<file path="config.mk">
export PLATFORM = sky130hd
export DESIGN_NAME = multi_debouncer
export DESIGN_NICKNAME = d
export VERILOG_FILES = /design/src/rtl/multi_debouncer.sv
export SDC_FILE = /design/constraint.sdc
export NUM_CORES = 1
export LEC_CHECK = 0
export CAP_MARGIN = 20
export CORE_MARGIN = 2
export CORE_UTILIZATION = 37
export DETAILED_ROUTE_END_ITERATION = 7
export GPL_TIMING_DRIVEN = 0
export PLACE_DENSITY = 0.52
export SLEW_MARGIN = 0
export SYNTH_ARGS = -nofsm -noshare
export SYNTH_HDL_FRONTEND = slang
export SYNTH_SLANG_ARGS = --single-unit
</file>
<file path="constraint.sdc">
create_clock -name clk -period 3.97 [get_ports clk]
set_input_delay 0.5955 -clock clk [delete_from_list [all_inputs] [get_ports clk]]
set_output_delay 0.5955 -clock clk [all_outputs]
set_load 0.03 [all_outputs]
</file>
<file path="src/rtl/multi_debouncer.sv">
// N-channel button/switch debouncer: 2-flop synchroniser, tick-gated stability counter
// and optional post-accept holdoff per channel, with registered level and edge pulses.
module multi_debouncer #(
    parameter int unsigned NCH        = 4,
    parameter int unsigned CNT_W      = 12,
    parameter int unsigned STABLE_CNT = 4095,
    parameter int unsigned HOLDOFF    = 0,
    parameter logic        RST_VAL    = 1'b0
) (
    input  logic           clk,
    input  logic           rstN,
    input  logic           tick,
    input  logic [NCH-1:0] rawIn,
    output logic [NCH-1:0] level,
    output logic [NCH-1:0] rise,
    output logic [NCH-1:0] fall,
    output logic           anyRise
);

    localparam logic [CNT_W-1:0] CNT_ZERO  = {CNT_W{1'b0}};
    localparam logic [CNT_W-1:0] CNT_ONE   = {{(CNT_W-1){1'b0}}, 1'b1};
    localparam logic [CNT_W-1:0] CNT_LAST  = CNT_W'(STABLE_CNT - 1);
    localparam logic [CNT_W-1:0] HOLD_INIT = CNT_W'(HOLDOFF);

    logic [NCH-1:0]            s1_q;
    logic [NCH-1:0]            s2_q;
    logic [NCH-1:0]            level_q;
    logic [NCH-1:0]            level_d;
    logic [NCH-1:0]            rise_q;
    logic [NCH-1:0]            rise_d;
    logic [NCH-1:0]            fall_q;
    logic [NCH-1:0]            fall_d;
    logic                      any_rise_q;
    logic                      any_rise_d;
    logic [NCH-1:0][CNT_W-1:0] cnt_q;
    logic [NCH-1:0][CNT_W-1:0] cnt_d;
    logic [NCH-1:0][CNT_W-1:0] hold_q;
    logic [NCH-1:0][CNT_W-1:0] hold_d;

    // Synchroniser runs every clk; the filter only ever looks at s2.
    always_ff @(posedge clk or negedge rstN) begin
        if (!rstN) begin
            s1_q <= {NCH{RST_VAL}};
            s2_q <= {NCH{RST_VAL}};
        end else begin
            s1_q <= rawIn;
            s2_q <= s1_q;
        end
    end

    // Per-channel filter: holdoff beats noise reset beats accept beats count.
    always_comb begin
        level_d = level_q;
        rise_d  = {NCH{1'b0}};
        fall_d  = {NCH{1'b0}};
        cnt_d   = cnt_q;
        hold_d  = hold_q;
        for (int i = 0; i < NCH; i++) begin
            if (hold_q[i] != CNT_ZERO) begin
                cnt_d[i] = CNT_ZERO;
                if (tick) begin
                    hold_d[i] = hold_q[i] - CNT_ONE;
                end else begin
                    hold_d[i] = hold_q[i];
                end
            end else if (s2_q[i] == level_q[i]) begin
                cnt_d[i] = CNT_ZERO;
            end else if (tick && (cnt_q[i] == CNT_LAST)) begin
                level_d[i] = s2_q[i];
                cnt_d[i]   = CNT_ZERO;
                hold_d[i]  = HOLD_INIT;
                rise_d[i]  = s2_q[i];
                fall_d[i]  = ~s2_q[i];
            end else if (tick) begin
                cnt_d[i] = cnt_q[i] + CNT_ONE;
            end else begin
                cnt_d[i] = cnt_q[i];
            end
        end
        any_rise_d = |rise_d;
    end

    // Filter state and registered outputs.
    always_ff @(posedge clk or negedge rstN) begin
        if (!rstN) begin
            level_q    <= {NCH{RST_VAL}};
            rise_q     <= {NCH{1'b0}};
            fall_q     <= {NCH{1'b0}};
            any_rise_q <= 1'b0;
            cnt_q      <= {(NCH*CNT_W){1'b0}};
            hold_q     <= {(NCH*CNT_W){1'b0}};
        end else begin
            level_q    <= level_d;
            rise_q     <= rise_d;
            fall_q     <= fall_d;
            any_rise_q <= any_rise_d;
            cnt_q      <= cnt_d;
            hold_q     <= hold_d;
        end
    end

    assign level   = level_q;
    assign rise    = rise_q;
    assign fall    = fall_q;
    assign anyRise = any_rise_q;

endmodule

</file>
Yosys cells after proc, flatten, opt, wreduce, memory -nomap -nowiden
Index checks and enable logic that the tools add are counted.
{"block": "word_totals", "register_bits": 117, "inputBits": 7, "out_inout_bits": 13, "wordCells": 134}
{"block": "classes", "n_addsub": 8, "eq_ne": 16, "n_mux": 56, "bitwise": 12, "reduce_logical": 25}
{"cell": "$mux 12", "count": 32}
{"cell": "$add 12x1->12 const B", "count": 4}
{"cell": "$eq 12x12->1 const B", "count": 4}
{"cell": "$reduce_bool 12->1", "count": 4}
{"cell": "$sub 12x1->12 const B", "count": 4}
{"cell": "$mux 1", "count": 24}
{"cell": "$reduce_and 3->1", "count": 8}
{"cell": "$ne 2x2->1 const B", "count": 8}
{"cell": "$reduce_bool 4->1", "count": 4}
{"cell": "$not 1->1", "count": 12}
{"cell": "$reduce_bool 2->1", "count": 4}
{"cell": "$eq 1x1->1", "count": 4}
{"cell": "$logic_and 1x1->1", "count": 4}
{"cell": "$reduce_or 4->1", "count": 1}

Logic depth before layout (Yosys ltp)
Gate-level depths: netlist of run 1.
{"block": "depth", "depth_word": 6, "ltp_mapped": 8, "depth_no_buf": 7}

Least setup slack after synthesis of run 1
No wires, ideal clock.
{"block": "synth_path", "kind": "input port to flip-flop", "start": "input port tick", "end": "register hold_q[24] (netlist bit)", "setup_time_ns": 0.122, "t_arrival_ns": 1.584, "required_time_ns": 3.848, "setup_slack_ns": 2.263, "cell_stages": 6, "path_buffers": 1, "path_cell_list": "buf_2 -> nand4_1 -> or3_1 -> or2_1 -> nand3_1 -> o21ai_1"}
{"block": "synth_via", "elab_chain_cells": 3, "elab_cells_between_ends": 4, "cone_classes": "eq/ne: 1; reduce/logical: 3"}
{"element": "from (decl)", "line_no": "12", "rtl": "input logic tick,"}
{"element": "$logic_and 1x1->1", "line_no": "68", "rtl": "end else if (tick && (cnt_q[i] == CNT_LAST)) begin"}
{"element": "$reduce_bool 2->1 (no source line)"}
{"element": "$reduce_and 3->1 (no source line) *"}
{"element": "to (signal assigned)", "line_no": "91", "rtl": "hold_q <= {(NCH*CNT_W){1'b0}};"}
{"element": "to (signal assigned)", "line_no": "98", "rtl": "hold_q <= hold_d;"}
{"element": "to (decl)", "line_no": "37", "rtl": "logic [NCH-1:0][CNT_W-1:0] hold_q;"}
Every way passes the cells marked *; elsewhere a longest branch is shown, timed or not.
A chain may end at the register's enable or synchronous reset.

Worst setup path after layout of run 1
Same ends and word-level chain as after synthesis.

==> results.ini, run 1 <==
[logic_synthesis]
synth_top_area_frac = 0.519
synth-edff-count = 0
synthFlopType = sky130_fd_sc_hd__dfrtp_1
post_synth_arst_share = 1.00
synth.yosys.seq_area_share = 0.519
yosys_warnings = 0
synthDominantAreaCellType = sky130_fd_sc_hd__dfrtp_1
yosys-top-cells-area = sky130_fd_sc_hd__dfrtp_1, sky130_fd_sc_hd__xor2_1, sky130_fd_sc_hd__xnor2_1, sky130_fd_sc_hd__nor2_1, sky130_fd_sc_hd__ha_1
synthesis.nets = 571
synthesis_stage_register_bit_count = 117
synth_area_um2 = 5650
netlist_instances = 548
syn_area_per_cell_um2 = 10.3
synth_cell_types = 43

[global_route]
first_global_vias = 4043
pin_count_of_the_biggest_net_entering_global_routing = 61
antenna_found_initial = 0
grt_pass1_wl_um = 19900
grt_usage = 0.155
gr-total-overflow = 0

[clock_tree]
post_cts_buffers = 0
clkTransAtPathRegs_ns = 0.05
cts_htree_levels = 4
tritoncts = built
cts-buffers-inserted = 17
cts-hold-fix-buffers = 0
clockBufferDepth = 2
clock-root-buffer = sky130_fd_sc_hd__clkbuf_16
clkLatencyLatePin_ns = 0.41
cts_num_sinks = 117
total_of_cells_resized_after_clock_tree_synthesis = 0

[floorplan]
top_level_ports = 20
placeableCoreArea_um2 = 15000
fp.dieW_um = 128
die-height_um = 128
fp-row-count = 45
initial_utilization = 0.376
die_area_um2 = 16300

[route]
detailedRoute.firstIterationViolations = 256
first_pass_iters = 4
antenna_left = 0
finalWirelength_um = 11400
post_drt_wl_per_cell_um = 14.5
drcViolationCount = 0
detail_route.vias_per_cell = 5.12
vias = 4017

[timing]
timing.final.setup_violations = 0
timing.max_slew.rel_slack = 0.593
worst_clock_skew_ns = 0.00712
period_minus_slack_ns = 2.49
post-route-period-util = 0.626
worst_pin_slew_ns = 0.610
grt_setup_unrepaired = no
fin_setup_tns_ns = 0
timing_max_transition_violations_final = 0
hold_violations_final = 0
max_freq_mhz = 402

[setup_path]
cp.arrival_ns = 2.78
max_fanout_on_critical_path = 10
setup.worst_path.start_class = primary input
critical_path_class = in2reg
worst_ep_required_time_ns = 4.26
cp-end-kind = flip-flop

[cells_and_area]
post_route_cells_drive_above_1_share = 0.0854
final_net_count = 610
mostFrequentLayoutCell = sky130_fd_sc_hd__dfrtp_1
syn2layout_area_growth_pct = 17.6
diodes = 0
most-common-layout-cells = sky130_fd_sc_hd__dfrtp_1, sky130_fd_sc_hd__nor2_1, sky130_fd_sc_hd__nand2_1
finish.instance_area_um2 = 6640

[power_and_ir_drop]
power.leakage_nw = 2.84
pwr_density_cell_nw_per_um2 = 521
irDropWorstVdd_mv = 0.285
p_total_mw = 3.46

[worst_hold_path]
hold_path.class = in2async

[run_status]
run_status = finished, final reports clean

[placed_design]
io_buffers = 19
cell_area_reported_after_detailed_placement_um2 = 6100
post-dp-hpwl_um = 7710
gpl.final_weighted_congestion = 0.799

[run]
maxCapViolCount = 0

[logic make-up after synthesis]
kind of cell,after synthesis,share of synthesized area
compound gates,44,0.0428
xor+xnor,73,0.113
fa+ha+maj,16,0.0355
buf+inv,31,0.0228
flops,117,0.519
mux,3,0.00598
simple gates,264,0.261
[synthesized netlist by cell type (all sizes together) (9+ instances only)]
cell and instances:
o21ai 18, nor2 59, ha 16, nand2 44
nand2b 9, nand4 26, xnor2 33, nor4 11
nand3 31, a21oi 18, or3 16, buf 9
nor3 26, dfrtp 117, xor2 40, inv 20
[cell type report]
| cell class | instances | area, µm² |
|---|---|---|
| sequential | 117 | 2930 |
| fill | 1400 | 8390 |
| inverter | 20 | 75.1 |
| clock inverter | 5 | 50.0 |
| multi-input combinational | 400 | 2590 |
| clock buffer | 24 | 492 |
| buffer | 11 | 53.8 |
| tap | 188 | 235 |
| timing repair buffer | 20 | 219 |
[flip-flops by register name (all words and copies together), names as in the netlist]
signal and flops:
anyRise 1, cnt_q 48, fall 4, hold_q 48
level 4, rise 4, s1_q 4, s2_q 4
[path summary, 6_finish.rpt]
check                           start    endpoint  slack [ns]  cells past startpoint
min in group clk              s1_q[0]     s2_q[0]        0.35                      0
hold reg to reg               s1_q[0]     s2_q[0]        0.35                      0
setup / recovery                 tick  hold_q[24]        1.48                      7
hold / removal                   rstN  hold_q[39]        0.15                      1
setup reg to reg           hold_q[36]  hold_q[36]        1.92                      7
max in group asynchronous        rstN    level[2]        3.14                      2
[per-stage QoR]
stage                     worst slack, ns  utilization  hold slack [ns]  instances
after floorplan                      2.26            -            0.300        548
after global placement              -2.32        0.404            0.333        755
after detailed placement             1.02        0.406            0.338        756
after CTS                            1.47        0.442            0.169        785
after global routing                 1.35        0.442            0.184        785
final                                1.48        0.442            0.146        785
[worst max-delay path, cell delays in order]
cell                              delay [ns]
sky130_fd_sc_hd__clkdlybuf4s50_1        0.72
sky130_fd_sc_hd__buf_2                  0.35
sky130_fd_sc_hd__buf_4                  0.27
sky130_fd_sc_hd__clkbuf_1               0.45
sky130_fd_sc_hd__nand2_1                0.20
sky130_fd_sc_hd__nand3_1                0.13
sky130_fd_sc_hd__o21ai_1                0.07
[layer usage]
metal	global-route usage	vias to the layer above	wire (µm)
li1	-	1972	-
met1	0.206	1979	5520
met2	0.243	52	5390
met3	0.0456	14	344
met4	0.0562	0	135
met5	0	-	0
[power breakdown]
| group | switching (mW) | internal, mW | leakage [nW] |
|---|---|---|---|
| clock network | 0.503 | 0.910 | 0.272 |
| registers | 0.226 | 1.37 | 1.54 |
| logic | 0.230 | 0.217 | 1.03 |
No activity file was read; power rests on OpenSTA's default activity.
==> run 2, diff against run 1 <==
- clock period: 3.97 -> 2.45 ns (I/O delays scaled with it)
==> run 2 against run 1 <==
Net effect: clock skew fell by 0.00089 ns; die area did not move; combinational power rose by 62%; highest routed layer unchanged; utilization rose by 0.067 points.
==> results.ini, run 2 (synthesized netlist as in run 1, its figures left out) <==
[floorplan]
placeableCoreArea_um2 = 15000  ; unchanged
top_level_ports = 20  ; unchanged
fp.dieW_um = 128  ; unchanged
die_area_um2 = 16300  ; unchanged
fp-row-count = 45  ; unchanged
die-height_um = 128  ; unchanged
initial_utilization = 0.376  ; unchanged

[timing]
timing.max_slew.rel_slack = 0.599  ; +0.00550
worst_pin_slew_ns = 0.602  ; -0.00825 ns
fin_setup_tns_ns = 0  ; unchanged
period_minus_slack_ns = 2.26
timing.final.setup_violations = 0  ; unchanged
max_freq_mhz = 442
holdWs_ns = 0.348  ; +0.202 ns
hold_violations_final = 0  ; unchanged
timing_max_transition_violations_final = 0  ; unchanged
final_critical_path_setup_slack_ns = 0.189  ; -1.29 ns
post-route-period-util = 0.923
grt_setup_unrepaired = no
worst_clock_skew_ns = 0.00623  ; -0.000890 ns

[clock_tree]
cts_num_sinks = 117  ; unchanged
tritoncts = built
clock-root-buffer = sky130_fd_sc_hd__clkbuf_16
clkLatencyLatePin_ns = 0.41  ; about the same
cts-buffers-inserted = 17  ; unchanged
clkTransAtPathRegs_ns = 0.05  ; about the same
clockBufferDepth = 2  ; unchanged
cts_htree_levels = 4  ; unchanged

[worst_hold_path]
holdCritStartpoint = s1_q[0]
whs_path_depth = 0
hold_path.class = reg2reg
timing.hold.worst_endpoint = s2_q[0]

[cells_and_area]
filler_cell_count = 1402  ; +0.14%
final_net_count = 611  ; +0.16%
diodes = 0  ; unchanged
mostFrequentLayoutCell = sky130_fd_sc_hd__dfrtp_1
final_core_util = 0.442  ; +0.000666
syn2layout_area_growth_pct = 17.8
post_route_cells_drive_above_1_share = 0.0853  ; -0.000143
most-common-layout-cells = sky130_fd_sc_hd__dfrtp_1, sky130_fd_sc_hd__nor2_1, sky130_fd_sc_hd__nand2_1
largest_registers = cnt_q x48, hold_q x48

[route]
vias = 4026  ; +0.22%
finalWirelength_um = 11400  ; about the same
drcViolationCount = 0  ; unchanged
detailedRoute.firstIterationViolations = 237  ; -7.4%
antenna_left = 0  ; unchanged
detail_route.vias_per_cell = 5.12  ; about the same
post_drt_wl_per_cell_um = 14.5  ; about the same
first_pass_iters = 4  ; unchanged

[setup_path]
worst_ep_required_time_ns = 2.74  ; -1.52 ns
timing.reg2reg.setup_slack_ns = 0.39  ; -1.53 ns
critical_path_class = in2reg
crit-reg2reg-capture = hold_q[36]
worst_r2r_src = hold_q[36]
max_fanout_on_critical_path = 10  ; unchanged
setup.worst_path.start_class = primary input
cp.arrival_ns = 2.55  ; -0.23 ns
cell_count_of_the_worst_reg_to_reg_path = 7  ; unchanged
cp-end-kind = flip-flop

[global_route]
gr-total-overflow = 0  ; unchanged
antenna_found_initial = 0  ; unchanged
grt_usage = 0.155  ; unchanged
grt_pass1_wl_um = 19900  ; unchanged
pin_count_of_the_biggest_net_entering_global_routing = 61  ; unchanged
first_global_vias = 4043  ; unchanged

[run]
maxCapViolCount = 0  ; unchanged

[placed_design]
detailedPlace.worstSlack_ns = -0.275  ; -1.29 ns
post-dp-hpwl_um = 7710  ; unchanged
gpl.final_weighted_congestion = 0.799  ; unchanged
io_buffers = 19  ; unchanged

[run_status]
run_status = finished, final reports clean

[power_and_ir_drop]
pwr_density_cell_nw_per_um2 = 842  ; +62%
power.leakage_nw = 2.85  ; +0.15%
p_total_mw = 5.60  ; +62%
irDropWorstVdd_mv = 0.462  ; +62%

run 2: changes by cell type in the layout (fill, tap and decap cells not counted), sizes merged:
cell,change
dlygate4sd3,+1
run 2: final cells by class:
cell class | instances | area, µm² | area share
Sequential cell | 117 | 2930 | 0.440
Multi-Input combinational cell | 400 | 2590 | 0.389
Clock buffer | 24 | 492 | 0.0739
Tap cell | 188 | 235 | 0.0354
Timing Repair Buffer | 21 | 229 | 0.0344
Inverter | 20 | 75.1 | 0.0113
Buffer | 11 | 53.8 | 0.00809
Clock inverter | 5 | 50.0 | 0.00752
run 2: per-stage QoR:
step,instance area (µm²),cells
3_3_place_gp,6070,755
3_5_place_dp,6100,756
2_1_floorplan,5650,548
4_1_cts,6650,786
5_1_grt,6650,786
6_report,6650,786
run 2: layer usage:
layer | vias up | GRT usage | routed length [µm]
met5 | - | 0 | 0
met4 | 0 | 0.0562 | 131
met3 | 14 | 0.0456 | 334
met2 | 54 | 0.243 | 5410
met1 | 1986 | 0.206 | 5520
li1 | 1972 | - | -
run 2: power by group:
| part | leakage (nW) | internal, mW | switching [mW] |
|---|---|---|---|
| Sequential | 1.54 | 2.22 | 0.366 |
| Combinational | 1.03 | 0.353 | 0.374 |
| Clock | 0.272 | 1.47 | 0.814 |
| Total | 2.85 | 4.05 | 1.55 |
run 2: worst max-delay path, cell delays in order:
cell	delay [ns]
sky130_fd_sc_hd__clkdlybuf4s50_1	0.72
sky130_fd_sc_hd__buf_2	0.35
sky130_fd_sc_hd__buf_4	0.27
sky130_fd_sc_hd__clkbuf_1	0.44
sky130_fd_sc_hd__nand2_1	0.20
sky130_fd_sc_hd__nand3_1	0.13
sky130_fd_sc_hd__o21ai_1	0.07
run 2: timing repair:
action                    4_1_cts  5_1_grt
gates resized for setup         0        0
hold endpoints to repair       57        0
setup buffers                   0        0
hold buffers                    1        0
run 2: worst max path at each step:
stage / start / end / slack (ns)
2_1_floorplan: hold_q[24] / hold_q[24] / 0.76
3_3_place_gp: rstN / hold_q[21] / -3.61
3_5_place_dp: tick / hold_q[24] / -0.28
4_1_cts: tick / hold_q[24] / 0.18
5_1_grt: tick / hold_q[24] / 0.06
6_report: tick / hold_q[24] / 0.19
